===== config.mk =====
export PLATFORM = sky130hd
export DESIGN_NAME = wb_dest_pipe
export DESIGN_NICKNAME = d
export VERILOG_FILES = /design/src/rtl/wb_dest_pipe_pkg.sv /design/src/rtl/pipe_stage_reg.sv /design/src/rtl/wb_dest_pipe.sv
export SDC_FILE = /design/constraint.sdc
export NUM_CORES = 1
export LEC_CHECK = 0
export CAP_MARGIN = 20
export CORE_ASPECT_RATIO = 0.75
export CORE_MARGIN = 4
export CORE_UTILIZATION = 37
export DETAILED_ROUTE_END_ITERATION = 10
export HOLD_SLACK_MARGIN = 0.02
export PLACE_DENSITY = 0.76
export SLEW_MARGIN = 20
export SYNTH_ARGS = -nofsm -noshare
export SYNTH_HDL_FRONTEND = slang
export SYNTH_SLANG_ARGS = --single-unit

===== constraint.sdc =====
create_clock -name clk -period 2.1 [get_ports clk]
set_input_delay 0.315 -clock clk [delete_from_list [all_inputs] [get_ports clk]]
set_output_delay 0.315 -clock clk [all_outputs]
set_load 0.02 [all_outputs]

===== src/rtl/wb_dest_pipe_pkg.sv =====
// Shared constants for the write-back destination pipeline: forwarding select
// encodings, special register numbers and default widths.
package wb_dest_pipe_pkg;

  localparam int unsigned DATA_W_DEF = 32;
  localparam int unsigned ADDR_W_DEF = 5;

  localparam logic [1:0] FWD_NONE = 2'b00;
  localparam logic [1:0] FWD_M    = 2'b01;
  localparam logic [1:0] FWD_W    = 2'b10;

  localparam logic [4:0] REG_ZERO = 5'd0;
  localparam logic [4:0] REG_RA   = 5'd31;

endpackage


===== src/rtl/pipe_stage_reg.sv =====
// Generic pipeline stage register: async active-high clear, hold has priority
// over bubble, bubble loads all-zero, otherwise the stage captures i_d.
module pipe_stage_reg #(
  parameter int unsigned W = 8
) (
  input  logic         i_clk,
  input  logic         i_rst,
  input  logic         i_hold,
  input  logic         i_bubble,
  input  logic [W-1:0] i_d,
  output logic [W-1:0] o_q
);

  logic [W-1:0] r_q;

  // Stage state: clear on reset, freeze on hold, zero on bubble, else advance.
  always_ff @(posedge i_clk or posedge i_rst) begin
    if (i_rst) begin
      r_q <= '0;
    end else if (!i_hold) begin
      r_q <= i_bubble ? '0 : i_d;
    end
  end

  assign o_q = r_q;

endmodule


===== src/rtl/wb_dest_pipe.sv =====
// Carries the execute-stage destination, control and result through the M and
// W stages to the register-file write port, and derives operand forwarding
// selects and the load-use stall from the in-flight destinations.
// Optional macro WB_FWD_CNT_EN adds a saturating count of forwarding cycles.
module wb_dest_pipe
  import wb_dest_pipe_pkg::*;
#(
  parameter int unsigned DATA_W = DATA_W_DEF,
  parameter int unsigned ADDR_W = ADDR_W_DEF
) (
  input  logic              clk,
  input  logic              rst,
  input  logic              hold,
  input  logic              flush,
  input  logic [ADDR_W-1:0] waE,
  input  logic              regWriteE,
  input  logic              memToRegE,
  input  logic [DATA_W-1:0] resE,
  input  logic [ADDR_W-1:0] rsE,
  input  logic [ADDR_W-1:0] rtE,
  input  logic [ADDR_W-1:0] rsD,
  input  logic [ADDR_W-1:0] rtD,
  output logic [ADDR_W-1:0] waM,
  output logic              regWriteM,
  output logic              memToRegM,
  output logic [DATA_W-1:0] resM,
  output logic [ADDR_W-1:0] waW,
  output logic              regWriteW,
  output logic [DATA_W-1:0] resW,
  output logic [1:0]        fwdA,
  output logic [1:0]        fwdB,
  output logic              luStall
`ifdef WB_FWD_CNT_EN
  ,
  output logic [15:0]       fwdCnt
`endif
);

  localparam int unsigned MW = ADDR_W + 2 + DATA_W;
  localparam int unsigned WW = ADDR_W + 1 + DATA_W;
  localparam logic [ADDR_W-1:0] Zero = ADDR_W'(REG_ZERO);

  logic          w_wa_e_nz;
  logic [MW-1:0] w_m_d;
  logic [MW-1:0] w_m_q;
  logic [WW-1:0] w_w_d;
  logic [WW-1:0] w_w_q;

  // Writes to register 0 are squashed on entry so they never reach W or forward.
  assign w_wa_e_nz = (waE != Zero);
  assign w_m_d     = {waE, regWriteE & w_wa_e_nz, memToRegE, resE};

  pipe_stage_reg #(
    .W(MW)
  ) u_stage_m (
    .i_clk    (clk),
    .i_rst    (rst),
    .i_hold   (hold),
    .i_bubble (flush),
    .i_d      (w_m_d),
    .o_q      (w_m_q)
  );

  assign {waM, regWriteM, memToRegM, resM} = w_m_q;
  assign w_w_d = {waM, regWriteM, resM};

  pipe_stage_reg #(
    .W(WW)
  ) u_stage_w (
    .i_clk    (clk),
    .i_rst    (rst),
    .i_hold   (hold),
    .i_bubble (1'b0),
    .i_d      (w_w_d),
    .o_q      (w_w_q)
  );

  assign {waW, regWriteW, resW} = w_w_q;

  logic w_m_live;
  logic w_w_live;

  assign w_m_live = regWriteM && (waM != Zero);
  assign w_w_live = regWriteW && (waW != Zero);

  // Forward selects: the newer M result beats W when both match.
  always_comb begin
    fwdA = FWD_NONE;
    fwdB = FWD_NONE;
    if (w_m_live && (waM == rsE)) begin
      fwdA = FWD_M;
    end else if (w_w_live && (waW == rsE)) begin
      fwdA = FWD_W;
    end
    if (w_m_live && (waM == rtE)) begin
      fwdB = FWD_M;
    end else if (w_w_live && (waW == rtE)) begin
      fwdB = FWD_W;
    end
  end

  // Load in E whose destination is read by the instruction in D.
  always_comb begin
    luStall = memToRegE && regWriteE && w_wa_e_nz && ((waE == rsD) || (waE == rtD));
  end

`ifdef WB_FWD_CNT_EN
  logic [15:0] r_fwd_cnt;

  // Saturating count of non-held cycles in which either operand is forwarded.
  always_ff @(posedge clk or posedge rst) begin
    if (rst) begin
      r_fwd_cnt <= '0;
    end else if (!hold && ((fwdA != FWD_NONE) || (fwdB != FWD_NONE))
                 && (r_fwd_cnt != 16'hFFFF)) begin
      r_fwd_cnt <= r_fwd_cnt + 16'd1;
    end
  end

  assign fwdCnt = r_fwd_cnt;
`endif

endmodule


# == Yosys cells after proc, flatten, opt, wreduce, memory -nomap -nowiden ==
# Cells that the tools add are included.
# totals
memories,0
input_bits,63
reg_bits,77
output_inout_bits,82
mem_bits_ro,0
mem_bits_rw,0
latch_bits,0
elab_cells,27
# op_classes
n_reduce_logical,13
mux,5
eq_ne,6
magnitude_cmp,0
add_sub_neg,0
mul,0
bitwise,1
shifts,0
div_mod_pow,0
# op_table
operator,n
39-bit 2-to-1 mux,1
5-bit == test,6
5-bit nonzero test,3
1-bit logical AND,9
2-bit 2-to-1 mux,4
1-bit bitwise AND,1
1-bit logical OR,1

# == Longest topological paths before layout ==
# Gate-level depths: netlist of run 1.
# logic_depth
ltp_word,5
ltp_mapped,5
depth_no_buf,4

# == Modules after synthesis ==
# From an unflattened synthesis of run 1, not the netlist that was laid out.
# unflattened
hier_cells,229
hier_area_um2,3171.8
# modules_own_cells
module,seq_area_each_um2,instances,cells_each,area_each_um2
pipe_stage_reg (u_stage_m),975.9,1,91,1402.6
pipe_stage_reg (u_stage_w),950.9,1,87,1367.6
wb_dest_pipe,0.0,1,51,401.6

# == Least setup slack after synthesis of run 1 ==
# No wires, ideal clock.
# synth_timing
path_kind,reg-to-output
from,"register u_stage_m.r_q[34], in the netlist u_stage_m.o_q[34]"
to,output port fwdA[1]
setup_slack_ns,-0.068
n_path_buf,0
t_arrival_ns,1.853
path_stages_with_launch,5
required_ns,1.785
path_cell_list,dfrtp_1 -> or4_1 -> o21ai_2 -> nor4_2 -> nor4_2
# synth_between
elab_chain_len,4
word_cells_on_any_way,5
cone_classes,eq/ne: 1; mux: 1; reduce/logical: 3
# synth_rtl
element,line_no,source
start: declaration,pipe_stage_reg.sv:14,logic [W-1:0] r_q;
start signal: assignment,pipe_stage_reg.sv:21,r_q <= i_bubble ? '0 : i_d;
5-bit nonzero test,wb_dest_pipe.sv:83,assign w_m_live = regWriteM && (waM != Zero);
1-bit logical AND,wb_dest_pipe.sv:83,
1-bit logical AND (*),wb_dest_pipe.sv:90,if (w_m_live && (waM == rsE)) begin
2-bit 2-to-1 mux (*),wb_dest_pipe.sv:90,
end: declaration,wb_dest_pipe.sv:30,"output logic [1:0] fwdA,"
# Mark *: on every way between the ends. The rest lies on a longest branch, timed or not.

# == Final worst setup path of run 1 ==
# layout_timing
from,"register u_stage_w.r_q[36], in the netlist u_stage_w.o_q[36]"
to,output port fwdB[1]
# layout_between
elab_chain_len,5
word_cells_on_any_way,6
cone_classes,eq/ne: 1; mux: 2; reduce/logical: 3
# layout_rtl
element,line_no,source
start: declaration,pipe_stage_reg.sv:14,
start signal: assignment,pipe_stage_reg.sv:21,
5-bit nonzero test,wb_dest_pipe.sv:84,assign w_w_live = regWriteW && (waW != Zero);
1-bit logical AND,wb_dest_pipe.sv:84,
1-bit logical AND (*),wb_dest_pipe.sv:97,end else if (w_w_live && (waW == rtE)) begin
2-bit 2-to-1 mux (*),wb_dest_pipe.sv:97,
2-bit 2-to-1 mux (*),wb_dest_pipe.sv:95,if (w_m_live && (waM == rtE)) begin
end: declaration,wb_dest_pipe.sv:31,"output logic [1:0] fwdB,"
# Marked as above.

==> impl_results.md, run 1 <==
- Status: complete, but fails checks
- Max incr delay on CP: approximately 550 ps
- DP Area: roughly 0.005 mm²
- Worst Setup End Kind: primary output
- Tmin final: 2280 ps
- Failing checks: negative setup slack
- Final HPWL from detailed placement: 6.32 mm
- IO Pins: 145
- Vias: about 2500
- MaxCap Viol Count: 0
- Final WS setup: -180 ps
- Mapped Nets: around 290
- Die height: 88.4 µm
- Total grt overflow: 0
- Pwr Density: around 810 mW/mm²
- Largest net degree at the start of global routing: between 40 and 50
- CP max FO: 4
- Main combinational cell family by area after synthesis: multiplexers
- H-Tree Level Count: 3
- Worst-Skew Late Latency: roughly 330 ps
- Placement Setup Slack: -494 ps
- Final worst path period share: 109%
- Initial antenna violation count: 0
- Adder-Cell Fraction of Synth Area: 0%
- Final ANT Viol Nets: 0
- Most common cell after layout, fill and taps aside: clkdlybuf4s50_1
- Hold Fails Final Rpt: 0
- Routed WL per cell: roughly 17 µm
- Top cell family by delay on the critical path: simple AND/OR/NAND/NOR gates
- Area grow syn2layout: 69.9%
- Setup total negative slack: -339 ps
- Inserted Clock Buffers: 9
- CTS sink count: 77
- Die Area: around 0.01 mm²
- Critical path required time: 1780 ps
- CTS tree: yes
- Rows: 29
- Worst reg2reg setup slack: between 1000 and 1500 ps
- Most frequent cells in the layout: clkdlybuf4s50_1, dfrtp_1, mux2_2
- Maximum vdd drop: approximately 430 µV
- Startpoint types: flop
- N_diodes: 0
- Sequential share of the synthesized area: about three fifths
- Multiplexer area fraction after synthesis: between 10% and 20%
- CP max-delay cell: or4_4
- Synth unique cells: 21
- Gpl congestion: about 0.85
- Overall routing resource usage: 16.9%
- Asr flop ratio synth: 100%
- Area of the mapped netlist: between 0.003 and 0.004 mm²
- Placed Cells: 495
- Rel. slew slack: about two thirds
- Post-Route WL: between 8 and 9 mm
- Bufs and invs on worst path: 1
- Deepest clock path buffer count: 2
- Post-route design area: 0.00541 mm²
- Initial drt markers: 67
- Worst Path Arrival: between 1500 and 2000 ps
- Final Total Pwr: 4.36 mW
- Core ar.: around 0.0084 mm²
- Yosys synthesis warning count: 0
- Worst Tran Pin Value: 522 ps
- Max-slew violation count: 0
- Compound-cell area share of the yosys netlist: between 10 and 15%
- First-pass DRT Iterations: 4
- FF+latch count, synth: 77
- Setup Skew: approximately 6.1 ps
- Worst Hold Class: input pin to async pin
- Average size of a mapped cell: about 14 µm²
- EDFF count, synth: 0
- Vias per std cell: 4.89
- Max frequency: between 400 and 500 MHz
- Chip Width: between 100 and 150 µm
- Final-layout fill cell count: 656
- Clock Root Buffer: clkbuf_16
- Vias in the first global route: 2729
- Share of cells above drive strength 1: 27.3%
- Mapped Cells: 225
- Post-Synth Simple-Gate Area: 4.99%
- Crit-path most repeated cell: or4_4
- Port-buffer cells: ~140
- Final #Nets: between 400 and 500
- CTS clk-pin slew, worst paths: about 60 ps
- Non-filler cells in the finished layout: between 500 and 600
- # setup viols final: 3
- Leak: around 2.4 nW
- DRC errors left: 0
- WS Path Type: flop to primary output
- Hold Buf Count CTS: 0
- Primary FF master, synth: dfrtp_1
- Post-Synth XOR/XNOR Area: between 8 and 9%
- RSZ-0062 raised after global routing: true
- Initial Util: approximately 38%
- First-pass GRT wire length: 13.7 mm
- Cell Chain, Critical Path: or4_4, o21ai_4, or4_4, nor4_4, buf_4
## where the power goes
part	internal, mW	switching (mW)
Clock	1.04	0.567
Combinational	0.562	0.468
Sequential	1.62	0.0996
## tightest hold or removal path, delay by kind of cell
kind	cells	cell delay (ps)
buffers and inverters	3	900
## routing by layer
metal,GRT usage (%),part of all wire [%]
met3,4.85,6.1
met4,4.80,1.4
met5,0,0
met2,28.0,48
met1,21.9,44
## final cells by class
class	instances	area, µm²	share of cell area (%)
flip-flops and latches	77	1930	35.6
clock inverters	5	85.1	1.57
well taps	108	135	2.50
repair buffers	177	1700	31.5
clock buffers	11	233	4.30
inverters	1	7.51	0.139
multi-input cells	135	1320	24.4
## flip-flops by register name, indices dropped and copies added, names as in the netlist
signal / cells
u_stage_w.o_q: 38
u_stage_m.o_q: 39
## synth_stat cells, types with 2 or more instances
library cell	number	area, µm²
mux2_2	38	428
clkbuf_1	8	30.0
o21ai_0	3	15.0
o211ai_1	2	15.0
nor3_1	2	10.0
buf_2	4	20.0
nand2b_1	3	18.8
nor4_2	4	50.1
xor2_1	20	175
or4_1	5	37.5
xnor2_1	10	87.6
a22o_1	34	298
nand3_1	4	20.0
nand2_1	5	18.8
dfrtp_1	77	1930
## metrics by stage
step / utilization, % / hold slack (ps)
after floorplan: - / 422
after global placement: 59.2 / 486
after detailed placement: 59.2 / 494
after CTS: 63.6 / 470
after global routing: 64.3 / 521
final: 64.3 / 456
## timing repair
action	in CTS	in global routing
pin swaps	8	7
gates resized for setup	35	10
setup endpoints to repair	5	4
gates cloned	0	0
setup buffers	1	2
## kinds of logic (layout without fill, tap and decap cells)
| group | after synthesis | count (layout) |
|---|---|---|
| buffers and inverters | 13 | 194 |
| AO/OA/AOI/OAI | 43 | 43 |
| multiplexers | 38 | 38 |
| XOR/XNOR | 30 | 30 |
| AND/OR/NAND/NOR | 24 | 24 |
| flip-flops | 77 | 77 |
## path summary, 6_finish.rpt
check / startpoint / cells past startpoint / to
setup / recovery: u_stage_w.o_q[36] / 5 / fwdB[1]
hold / removal: rst / 3 / u_stage_m.o_q[3]
setup reg to reg: u_stage_w.o_q[37] / 3 / u_stage_w.o_q[37]
hold reg to reg: u_stage_w.o_q[14] / 1 / u_stage_w.o_q[14]
max in group asynchronous: rst / 3 / u_stage_m.o_q[38]
min in group clk: u_stage_w.o_q[14] / 1 / u_stage_w.o_q[14]
Power figures use the tool's default switching activity.
==> run 2, diff against run 1 <==
--- a/config.mk
+++ b/config.mk
@@ -5,13 +5,13 @@
 export SDC_FILE = /design/constraint.sdc
 export NUM_CORES = 1
 export LEC_CHECK = 0
-export CAP_MARGIN = 20
 export CORE_ASPECT_RATIO = 0.75
 export CORE_MARGIN = 4
 export CORE_UTILIZATION = 37
 export DETAILED_ROUTE_END_ITERATION = 10
 export HOLD_SLACK_MARGIN = 0.02
 export PLACE_DENSITY = 0.76
+export SETUP_SLACK_MARGIN = 0.05
 export SLEW_MARGIN = 20
 export SYNTH_ARGS = -nofsm -noshare
 export SYNTH_HDL_FRONTEND = slang
==> run 2 against run 1 <==
Against the previous run: the flow still finishes with violations (negative setup slack); routed wire length grew 1.4%; register-to-register slack gained 70 ps; combinational power is essentially flat; sequential power is essentially flat; utilization is 0.70 points lower; clock-buffer cell count down 2; flip-flop and latch count unchanged; largest cell class unchanged.
==> impl_results.md, run 2 (synthesis gave the netlist of run 1 again) <==
- Clock Root Buffer: clkbuf_16
- Chip Width: about 120 µm
- Rows: 29
- Vias: between 2000 and 3000
- Final Total Pwr: around 4.2 mW
- Worst Setup End Kind: primary output
- Critical path required time: 1780 ps
- First-pass GRT wire length: between 10 and 15 mm
- Core ar.: roughly 0.0084 mm²
- Initial antenna violation count: 0
- Share of cells above drive strength 1: 26.8%
- CTS sink count: a little under 80
- CTS tree: yes
- GR Util met3: approximately 7.4%
- First-pass DRT Iterations: 4
- Pwr Density: roughly 790 mW/mm²
- Post-Route WL: a little under 9 mm
- N_diodes: 0
- MaxCap Viol Count: 0
- Reg2reg path depth: 2
- CP max FO: 2
- WS Path Type: flop to primary output
- Total grt overflow: 0
- DP Area: around 0.0050 mm²
- DRC errors left: 0
- Inserted Clock Buffers: 9
- Crit Reg-Reg Endpoint: u_stage_w.o_q[35]
- Reg-to-Reg Start: u_stage_w.o_q[35]
- Worst reg2reg setup slack: between 1000 and 1500 ps
- Startpoint types: flop
- Area grow syn2layout: 68.0%
- Vias per std cell: slightly below 5
- Hold Path End: u_stage_m.o_q[37]
- Number of flip-flops in the largest register: 39
- Overall routing resource usage: about 18%
- Deepest clock path buffer count: 2
- Hold path cells: 4
- Die height: 88.4 µm
- Final-layout fill cell count: 690
- Most common cell after layout, fill and taps aside: clkdlybuf4s50_1
- Post-route design area: between 0.005 and 0.006 mm²
- Status: complete, but fails checks
- Worst-Skew Late Latency: approximately 330 ps
- Die Area: approximately 0.010 mm²
- Gpl congestion: approximately 0.86
- Leak: approximately 2.4 nW
- Final worst path period share: 109%
- Vias in the first global route: 2785
- Routing usage on met1: a little over a fifth
- H-Tree Level Count: 3
- # setup viols final: 2
- Worst Tran Pin Value: 535 ps
- Setup total negative slack: -366 ps
- Initial Util: approximately 38%
- Final ANT Viol Nets: 0
- Final WS setup: -194 ps
- Final #Nets: around 470
- Rel. slew slack: between 60 and 70%
- Tmin final: ~2300 ps
- Met2 GRT Util: between 20 and 30%
- Final HPWL from detailed placement: approximately 6.7 mm
- Worst Hold Class: input pin to flop
- Largest net degree at the start of global routing: 44
- Failing checks: negative setup slack
- Port-buffer cells: about 140
- Hold Fails Final Rpt: 0
- Hold_sp: waE[3]
- Most frequent cells in the layout: clkdlybuf4s50_1, dfrtp_1, mux2_2
- Worst Path Arrival: 1980 ps
- Maximum vdd drop: 460 µV
- Setup Skew: 8.15 ps
- CTS clk-pin slew, worst paths: 50 ps
- Max-slew violation count: 0
- Routed WL per cell: between 15 and 20 µm
- Gr busiest metal: met2
- RSZ-0062 raised after global routing: true
- Max frequency: between 400 and 500 MHz
- Hold Buf Count CTS: 0
- Initial drt markers: 58
- IO Pins: 145
run 2: how the worst max path moves through the flow:
stage	startpoint	end	depth (start not counted)	slack, ps
CTS	u_stage_w.o_q[37]	fwdB[1]	5	-200
global placement	rsE[3]	fwdA[1]	5	-600
floorplan	u_stage_w.o_q[34]	fwdA[1]	4	90
detailed placement	rsE[3]	fwdA[1]	5	-630
global route	u_stage_m.o_q[35]	fwdA[1]	6	-260
finish	u_stage_m.o_q[35]	fwdB[1]	6	-190
run 2: per-stage QoR:
step	util (%)	std cells	setup WS (ps)	hold slack [ps]
final	63.6	515	-194	453
after global routing	63.6	515	-261	474
after CTS	63.2	514	-195	464
after detailed placement	59.8	499	-633	497
after global placement	59.8	499	-600	487
after floorplan	-	225	86.0	422
run 2: routing by layer:
| layer | up-vias | part of all wire (%) | routed length (µm) |
|---|---|---|---|
| met4 | 0 | 0.79 | 69 |
| met3 | 8 | 9.2 | 801 |
| met2 | 88 | 48 | 4220 |
| li1 | 1179 | - | - |
| met1 | 1276 | 42 | 3630 |
| met5 | - | 0 | 0 |
run 2: report_power, final:
part,switching (mW),internal (mW)
registers,0.0983,1.62
clock network,0.584,0.912
logic,0.459,0.554
run 2: worst max-delay path, stage by stage (launching register included):
cell     delay (ps)
dfrtp_1         370
or4_4           550
o21ai_4         210
nor4_2           90
buf_4           140
nor4_4          120
buf_4           180
run 2: repair_timing:
item / CTS / global route
setup endpoints to repair: 5 / 5
pin swaps: 4 / 5
gates resized for setup: 34 / 6
buffers inserted: 0 / 1
run 2: final cells by class:
type                            instances  area [µm²]  share of cell area (%)
Clock inverter                          6        63.8                    1.19
Sequential cell                        77        1930                    36.0
Clock buffer                            9         225                    4.21
Timing Repair Buffer                  179        1720                    32.2
Tap cell                              108         135                    2.52
Multi-Input combinational cell        135        1270                    23.7
Inverter                                1        7.51                   0.140
